File: config.mk
export PLATFORM = sky130hd
export DESIGN_NAME = sdram_rom_loader_flat
export DESIGN_NICKNAME = d
export VERILOG_FILES = /design/src/rtl/sdram_rom_loader_if.sv /design/src/rtl/sdram_rom_loader.sv /design/src/flat_wrapper.sv
export SDC_FILE = /design/constraint.sdc
export NUM_CORES = 1
export LEC_CHECK = 0
export CAP_MARGIN = 20
export CORE_UTILIZATION = 59
export CTS_CLUSTER_DIAMETER = 60
export DETAILED_ROUTE_END_ITERATION = 8
export PLACE_DENSITY = 0.94
export SLEW_MARGIN = 20
export SYNTH_ARGS = -nofsm -noshare
export SYNTH_HDL_FRONTEND = slang
export SYNTH_SLANG_ARGS = --single-unit
File: constraint.sdc
create_clock -name clk -period 6.64 [get_ports clk]
set_clock_uncertainty 0.1 [all_clocks]
set_input_delay 0.996 -clock clk [delete_from_list [all_inputs] [get_ports clk]]
set_output_delay 0.996 -clock clk [all_outputs]
set_load 0.02 [all_outputs]
File: src/rtl/sdram_rom_loader_if.sv
// Byte stream in, SDRAM port-A write strobe out, for sdram_rom_loader.
// master = stream source / SDRAM side, slave = loader.
interface sdram_rom_loader_if;
  logic        in_valid;
  logic [7:0]  in_data;
  logic        in_last;
  logic        in_ready;
  logic [24:0] mem_addr;
  logic        mem_we;
  logic [7:0]  mem_din;

  modport master (
    output in_valid, in_data, in_last,
    input  in_ready,
    input  mem_addr, mem_we, mem_din
  );

  modport slave (
    input  in_valid, in_data, in_last,
    output in_ready,
    output mem_addr, mem_we, mem_din
  );
endinterface

File: src/rtl/sdram_rom_loader.sv
// ROM image loader: strips a file header, buffers payload bytes and
// writes them into SDRAM one byte per clkref period.
module sdram_rom_loader #(
  parameter logic [24:0] BASE_ADDR  = 25'h0000000,
  parameter int          HDR_SKIP   = 16,
  parameter int          FIFO_DEPTH = 4
) (
  input  logic               clk,
  input  logic               reset_n,
  input  logic               clkref,
  input  logic               start,
  sdram_rom_loader_if.slave  bus,
  output logic               busy,
  output logic               done,
  output logic [24:0]        byte_count
);

  localparam int AW = $clog2(FIFO_DEPTH);
  localparam logic [15:0] HDR_LD = 16'(HDR_SKIP);
  localparam logic [AW:0] FULL_N = (AW+1)'(FIFO_DEPTH);

  typedef enum logic [2:0] {
    S_IDLE,
    S_SKIP,
    S_LOAD,
    S_DRAIN,
    S_DONE
  } state_t;

  state_t state, state_nx;

  logic [7:0]    fifo [FIFO_DEPTH];
  logic [AW-1:0] wr_ptr, rd_ptr;
  logic [AW:0]   count;
  logic          clkref_q;
  logic [15:0]   hdr_cnt;
  logic [24:0]   wr_idx, idx_nx;
  logic          mem_we_r;
  logic [24:0]   mem_addr_r;
  logic [7:0]    mem_din_r;
  logic          in_rdy;

  logic fe, full, empty, go, xfer, push, pop;

  assign fe     = clkref_q & ~clkref;
  assign full   = (count == FULL_N);
  assign empty  = (count == '0);
  assign go     = start & ((state == S_IDLE) | (state == S_DONE));
  assign xfer   = bus.in_valid & in_rdy;
  assign push   = xfer & (state == S_LOAD);
  assign pop    = fe & ~empty;
  // a completed slot advances the index before the next address is formed
  assign idx_nx = mem_we_r ? wr_idx + 25'd1 : wr_idx;

  always_ff @(posedge clk or negedge reset_n) begin
    if (!reset_n) state <= S_IDLE;
    else          state <= state_nx;
  end

  always_comb begin
    state_nx = state;
    in_rdy   = 1'b0;
    unique case (state)
      S_IDLE, S_DONE: begin
        if (start)
          state_nx = (HDR_SKIP == 0) ? S_LOAD : S_SKIP;
      end
      S_SKIP: begin
        in_rdy = 1'b1;
        if (xfer) begin
          if (bus.in_last)            state_nx = S_DONE;
          else if (hdr_cnt == 16'd1)  state_nx = S_LOAD;
        end
      end
      S_LOAD: begin
        in_rdy = ~full;
        if (xfer && bus.in_last) state_nx = S_DRAIN;
      end
      S_DRAIN: begin
        if (empty && !mem_we_r) state_nx = S_DONE;
      end
      default: state_nx = S_IDLE;
    endcase
  end

  always_ff @(posedge clk or negedge reset_n) begin
    if (!reset_n) begin
      clkref_q <= 1'b0;
    end else begin
      clkref_q <= clkref;
    end
  end

  always_ff @(posedge clk or negedge reset_n) begin
    if (!reset_n) begin
      hdr_cnt <= '0;
    end else if (go) begin
      hdr_cnt <= HDR_LD;
    end else if (xfer && state == S_SKIP) begin
      hdr_cnt <= hdr_cnt - 16'd1;
    end
  end

  always_ff @(posedge clk) begin
    if (push) fifo[wr_ptr] <= bus.in_data;
  end

  always_ff @(posedge clk or negedge reset_n) begin
    if (!reset_n) begin
      wr_ptr <= '0;
      rd_ptr <= '0;
      count  <= '0;
    end else begin
      if (push) wr_ptr <= wr_ptr + AW'(1);
      if (pop)  rd_ptr <= rd_ptr + AW'(1);
      unique case ({push, pop})
        2'b10:   count <= count + (AW+1)'(1);
        2'b01:   count <= count - (AW+1)'(1);
        default: count <= count;
      endcase
    end
  end

  // mem_* only change on the clkref fall, so each write spans a full high slot
  always_ff @(posedge clk or negedge reset_n) begin
    if (!reset_n) begin
      wr_idx     <= '0;
      mem_we_r   <= 1'b0;
      mem_addr_r <= BASE_ADDR;
      mem_din_r  <= '0;
    end else begin
      if (go)
        wr_idx <= '0;
      else if (fe && mem_we_r)
        wr_idx <= idx_nx;
      if (fe) begin
        mem_we_r <= ~empty;
        if (!empty) begin
          mem_din_r  <= fifo[rd_ptr];
          mem_addr_r <= BASE_ADDR + idx_nx;
        end
      end
    end
  end

  assign bus.in_ready = in_rdy;
  assign bus.mem_we   = mem_we_r;
  assign bus.mem_addr = mem_addr_r;
  assign bus.mem_din  = mem_din_r;

  assign busy = (state == S_SKIP) | (state == S_LOAD) | (state == S_DRAIN);
  assign done = (state == S_DONE);
  assign byte_count = wr_idx;

endmodule

File: src/flat_wrapper.sv
// flat-port wrapper written by rule: the top's interface ports become plain ports
module sdram_rom_loader_flat 
#(
  parameter logic [24:0] BASE_ADDR  = 25'h0000000,
  parameter int          HDR_SKIP   = 16,
  parameter int          FIFO_DEPTH = 4
)
  (clk, reset_n, clkref, start, busy, done, byte_count, bus_in_valid, bus_in_data, bus_in_last, bus_in_ready, bus_mem_addr, bus_mem_we, bus_mem_din);
  sdram_rom_loader_if bus_i ();
  input  logic clk;
  input  logic reset_n;
  input  logic clkref;
  input  logic start;
  output logic busy;
  output logic done;
  output logic [24:0] byte_count;
  input wire logic [$bits(bus_i.in_valid)-1:0] bus_in_valid;
  input wire logic [$bits(bus_i.in_data)-1:0] bus_in_data;
  input wire logic [$bits(bus_i.in_last)-1:0] bus_in_last;
  output wire logic [$bits(bus_i.in_ready)-1:0] bus_in_ready;
  output wire logic [$bits(bus_i.mem_addr)-1:0] bus_mem_addr;
  output wire logic [$bits(bus_i.mem_we)-1:0] bus_mem_we;
  output wire logic [$bits(bus_i.mem_din)-1:0] bus_mem_din;
  assign bus_i.in_valid = bus_in_valid;
  assign bus_i.in_data = bus_in_data;
  assign bus_i.in_last = bus_in_last;
  assign bus_in_ready = bus_i.in_ready;
  assign bus_mem_addr = bus_i.mem_addr;
  assign bus_mem_we = bus_i.mem_we;
  assign bus_mem_din = bus_i.mem_din;
  sdram_rom_loader #(.BASE_ADDR(BASE_ADDR), .HDR_SKIP(HDR_SKIP), .FIFO_DEPTH(FIFO_DEPTH)) u_core (.clk(clk), .reset_n(reset_n), .clkref(clkref), .start(start), .bus(bus_i), .busy(busy), .done(done), .byte_count(byte_count));
endmodule
==> metrics <==
Final nets=603; total of max-cap violations=0; Hold Vio Cnt, Final=0; syn avg cell area=10.77 um2; post-route setup TNS=0 ns; Synth Flop Type=dfrtp_1; number of flops mapped to enable cells by yosys=32; I/O Pins=76; Longest Clk Path Bufs=2; Detail Placement HPWL=8.410 mm; share of layout cells above drive strength 1=9.106%; final-report setup violation count=0; clk root buf=clkbuf_8; hold_sp=u_core.bus.mem_din[6]; post-layout util=75.35%; Sink Count=118; f_max=0.2550 GHz; postcts setup bufs=0; hold buffers post-CTS=0; Initial Utilization=60.57%; FILL cells=558; minimum clock period=3.921 ns; Post-Syn Area=0.005570 mm2; Synth warnings=0; CP Launch Type=input pin; post-synth net total=540; Slew Viols, Final=0; ANT nets after route=0; Clock transition at path regs=0.06 ns; antenna violations before repair=0; First DRT Iteration DRCs=363; Area Overhead vs Synth=24.39%; R2R cell count=7; row count=35; Crit Path Class=input pin to register; H-tree Lvls=4; CTS buffer count=17; Die Wd=99.17 um; leak pwr=0.002659 uW; fin worst setup slack=2.719 ns; die height=99.17 um; status=finished, final reports clean; cell count after synthesis=517; Worst setup EP type=register; Inst Count DP=672; post-synthesis register bit count=118; DRT Pass-1 Iters=4; vias in the first global route=4,419; Ant. Diodes=0; CP Data Required Time=6.99 ns; Worst slew margin=38.33%; Vias/cell=6.398; first-pass GRT wire length=21.67 mm; share of the yosys chip area belonging to registers=55.88%; Worst VDD drop=0.2714 mV; WHS Endpoint=u_core.bus.mem_din[6]; R2R setup slack=3.25 ns; PD cells=397.1 mW/mm2; Routed wire per std cell=18.83 um; largest net degree at the start of global routing=87; final non-filler cell total=704; share of async-settable or async-resettable flops after synthesis=72.88%; Reg-to-Reg Start=u_core.count[1]; gpl congestion=0.9149; DRC Markers=0; Worst-Skew Late Latency=0.52 ns; synth unique cells=52; Port Buffers=75; WHS Path Cells=2; Vias=4,504; Total GRT Usage=29.07%; commonest cells after routing, fill and taps aside=dfrtp_1 (86), clkdlybuf4s50_1 (74), nand2_1 (63); TritonCTS clock tree=yes; period utilisation layout=59.06%; total gr overflow=0; dpl ws=2.223 ns; Die ar.=0.009834 mm2; most common cell after layout, fill and taps aside=dfrtp_1; final hold slack=0.3766 ns; worst-margin pin slew=0.9240 ns; core area=0.009196 mm2; Worst R2R End=u_core.count[1]; crit path DAT=4.27 ns; total wire length=13.26 mm; min-delay worst type=register to register; crit path max fanout=43; RSZ-0062 raised after global routing=no; Resize count post-CTS=0
==> critical path: stages <==
cell and delay, ns:
clkdlybuf4s50_1 0.45, nand2b_1 0.24, or2_2 0.59, inv_1 0.79, ha_1 0.31, inv_1 0.06
fa_1 0.37, xor2_1 0.17, nor2_1 0.12, xor2_1 0.15
==> layer usage <==
| layer | vias up | global-route usage (%) | part of all wire [%] |
|---|---|---|---|
| met5 | - | 0 | 0 |
| met4 | 0 | 14.25 | 3.2 |
| met3 | 43 | 7.098 | 6.6 |
| met2 | 242 | 49.54 | 52 |
| met1 | 2208 | 34.86 | 39 |
| li1 | 2011 | - | - |
==> state kept, by name, summed over array words and instances, names as in the netlist <==
signal               cells
u_core.rd_ptr            2
u_core.bus.mem_addr     25
u_core.hdr_cnt          16
u_core.fifo             32
u_core.clkref_q          1
u_core.count             3
u_core.byte_count       25
u_core.bus.mem_we        1
u_core.wr_ptr            2
u_core.state             3
u_core.bus.mem_din       8
==> power by group <==
part	internal [uW]	total, uW	switching, uW
combinational	368	796	428
sequential	887	1060	173
clock	541	895	354
total	1800	2750	955
==> cell type report <==
class	instances	area, um2	area share (%)
inverter	13	48.80	0.7042
clock inverter	15	168.9	2.438
sequential	118	3113	44.93
multi-input combinational	354	2286	32.99
timing repair buffer	76	759.5	10.96
tap	111	138.9	2.004
clock buffer	17	414.1	5.977
==> Yosys cell counts, drive strengths merged (2+ instances only) <==
| cell type | count | area (um2) |
|---|---|---|
| a21oi | 26 | 130.1 |
| a31oi | 9 | 56.30 |
| and2 | 4 | 25.02 |
| and3 | 2 | 12.51 |
| and4 | 3 | 26.28 |
| buf | 7 | 32.53 |
| clkbuf | 25 | 95.09 |
| dfrtp | 86 | 2152 |
| edfxtp | 32 | 960.9 |
| ha | 8 | 100.1 |
| inv | 13 | 48.80 |
| mux4 | 8 | 180.2 |
| nand2 | 63 | 236.5 |
| nand2b | 3 | 18.77 |
| nand3 | 11 | 55.05 |
| nand3b | 2 | 15.01 |
| nand4 | 11 | 68.82 |
| nor2 | 35 | 131.4 |
| nor2b | 2 | 12.51 |
| nor3 | 10 | 50.05 |
| nor4 | 7 | 43.79 |
| o21ai | 33 | 165.2 |
| o31ai | 16 | 120.1 |
| o32ai | 2 | 17.52 |
| or2 | 3 | 18.77 |
| or3 | 19 | 121.4 |
| or3b | 2 | 17.52 |
| or4 | 24 | 192.7 |
| xnor2 | 24 | 210.2 |
| xor2 | 12 | 105.1 |
==> kinds of logic after synthesis <==
| kind of cell | share of synthesized area (%) |
|---|---|
| AOI/OAI and AO/OA | 9.906 |
| DFF | 55.88 |
| xor gates and xnor gates | 5.660 |
| adders and majority gates | 2.156 |
| buffers and inverters | 3.167 |
| muxes | 3.616 |
| and+or+nand+nor | 19.61 |
==> metrics by stage <==
step / total power, uW / cell area, um2
floorplan: 1540 / 5570
global placement: 1778 / 6342
detailed placement: 1839 / 6342
CTS: 2749 / 6925
global route: 2880 / 6929
finish: 2751 / 6929
==> worst max-delay path by stage <==
stage	from	to	cells past startpoint
4_1_cts	clkref	u_core.count[2]	10
3_3_place_gp	clkref	u_core.count[2]	10
3_5_place_dp	clkref	u_core.count[2]	10
2_1_floorplan	clkref	u_core.count[2]	12
6_report	clkref	u_core.count[2]	10
5_1_grt	clkref	u_core.count[2]	10
No activity file was read; power rests on OpenSTA's default activity.
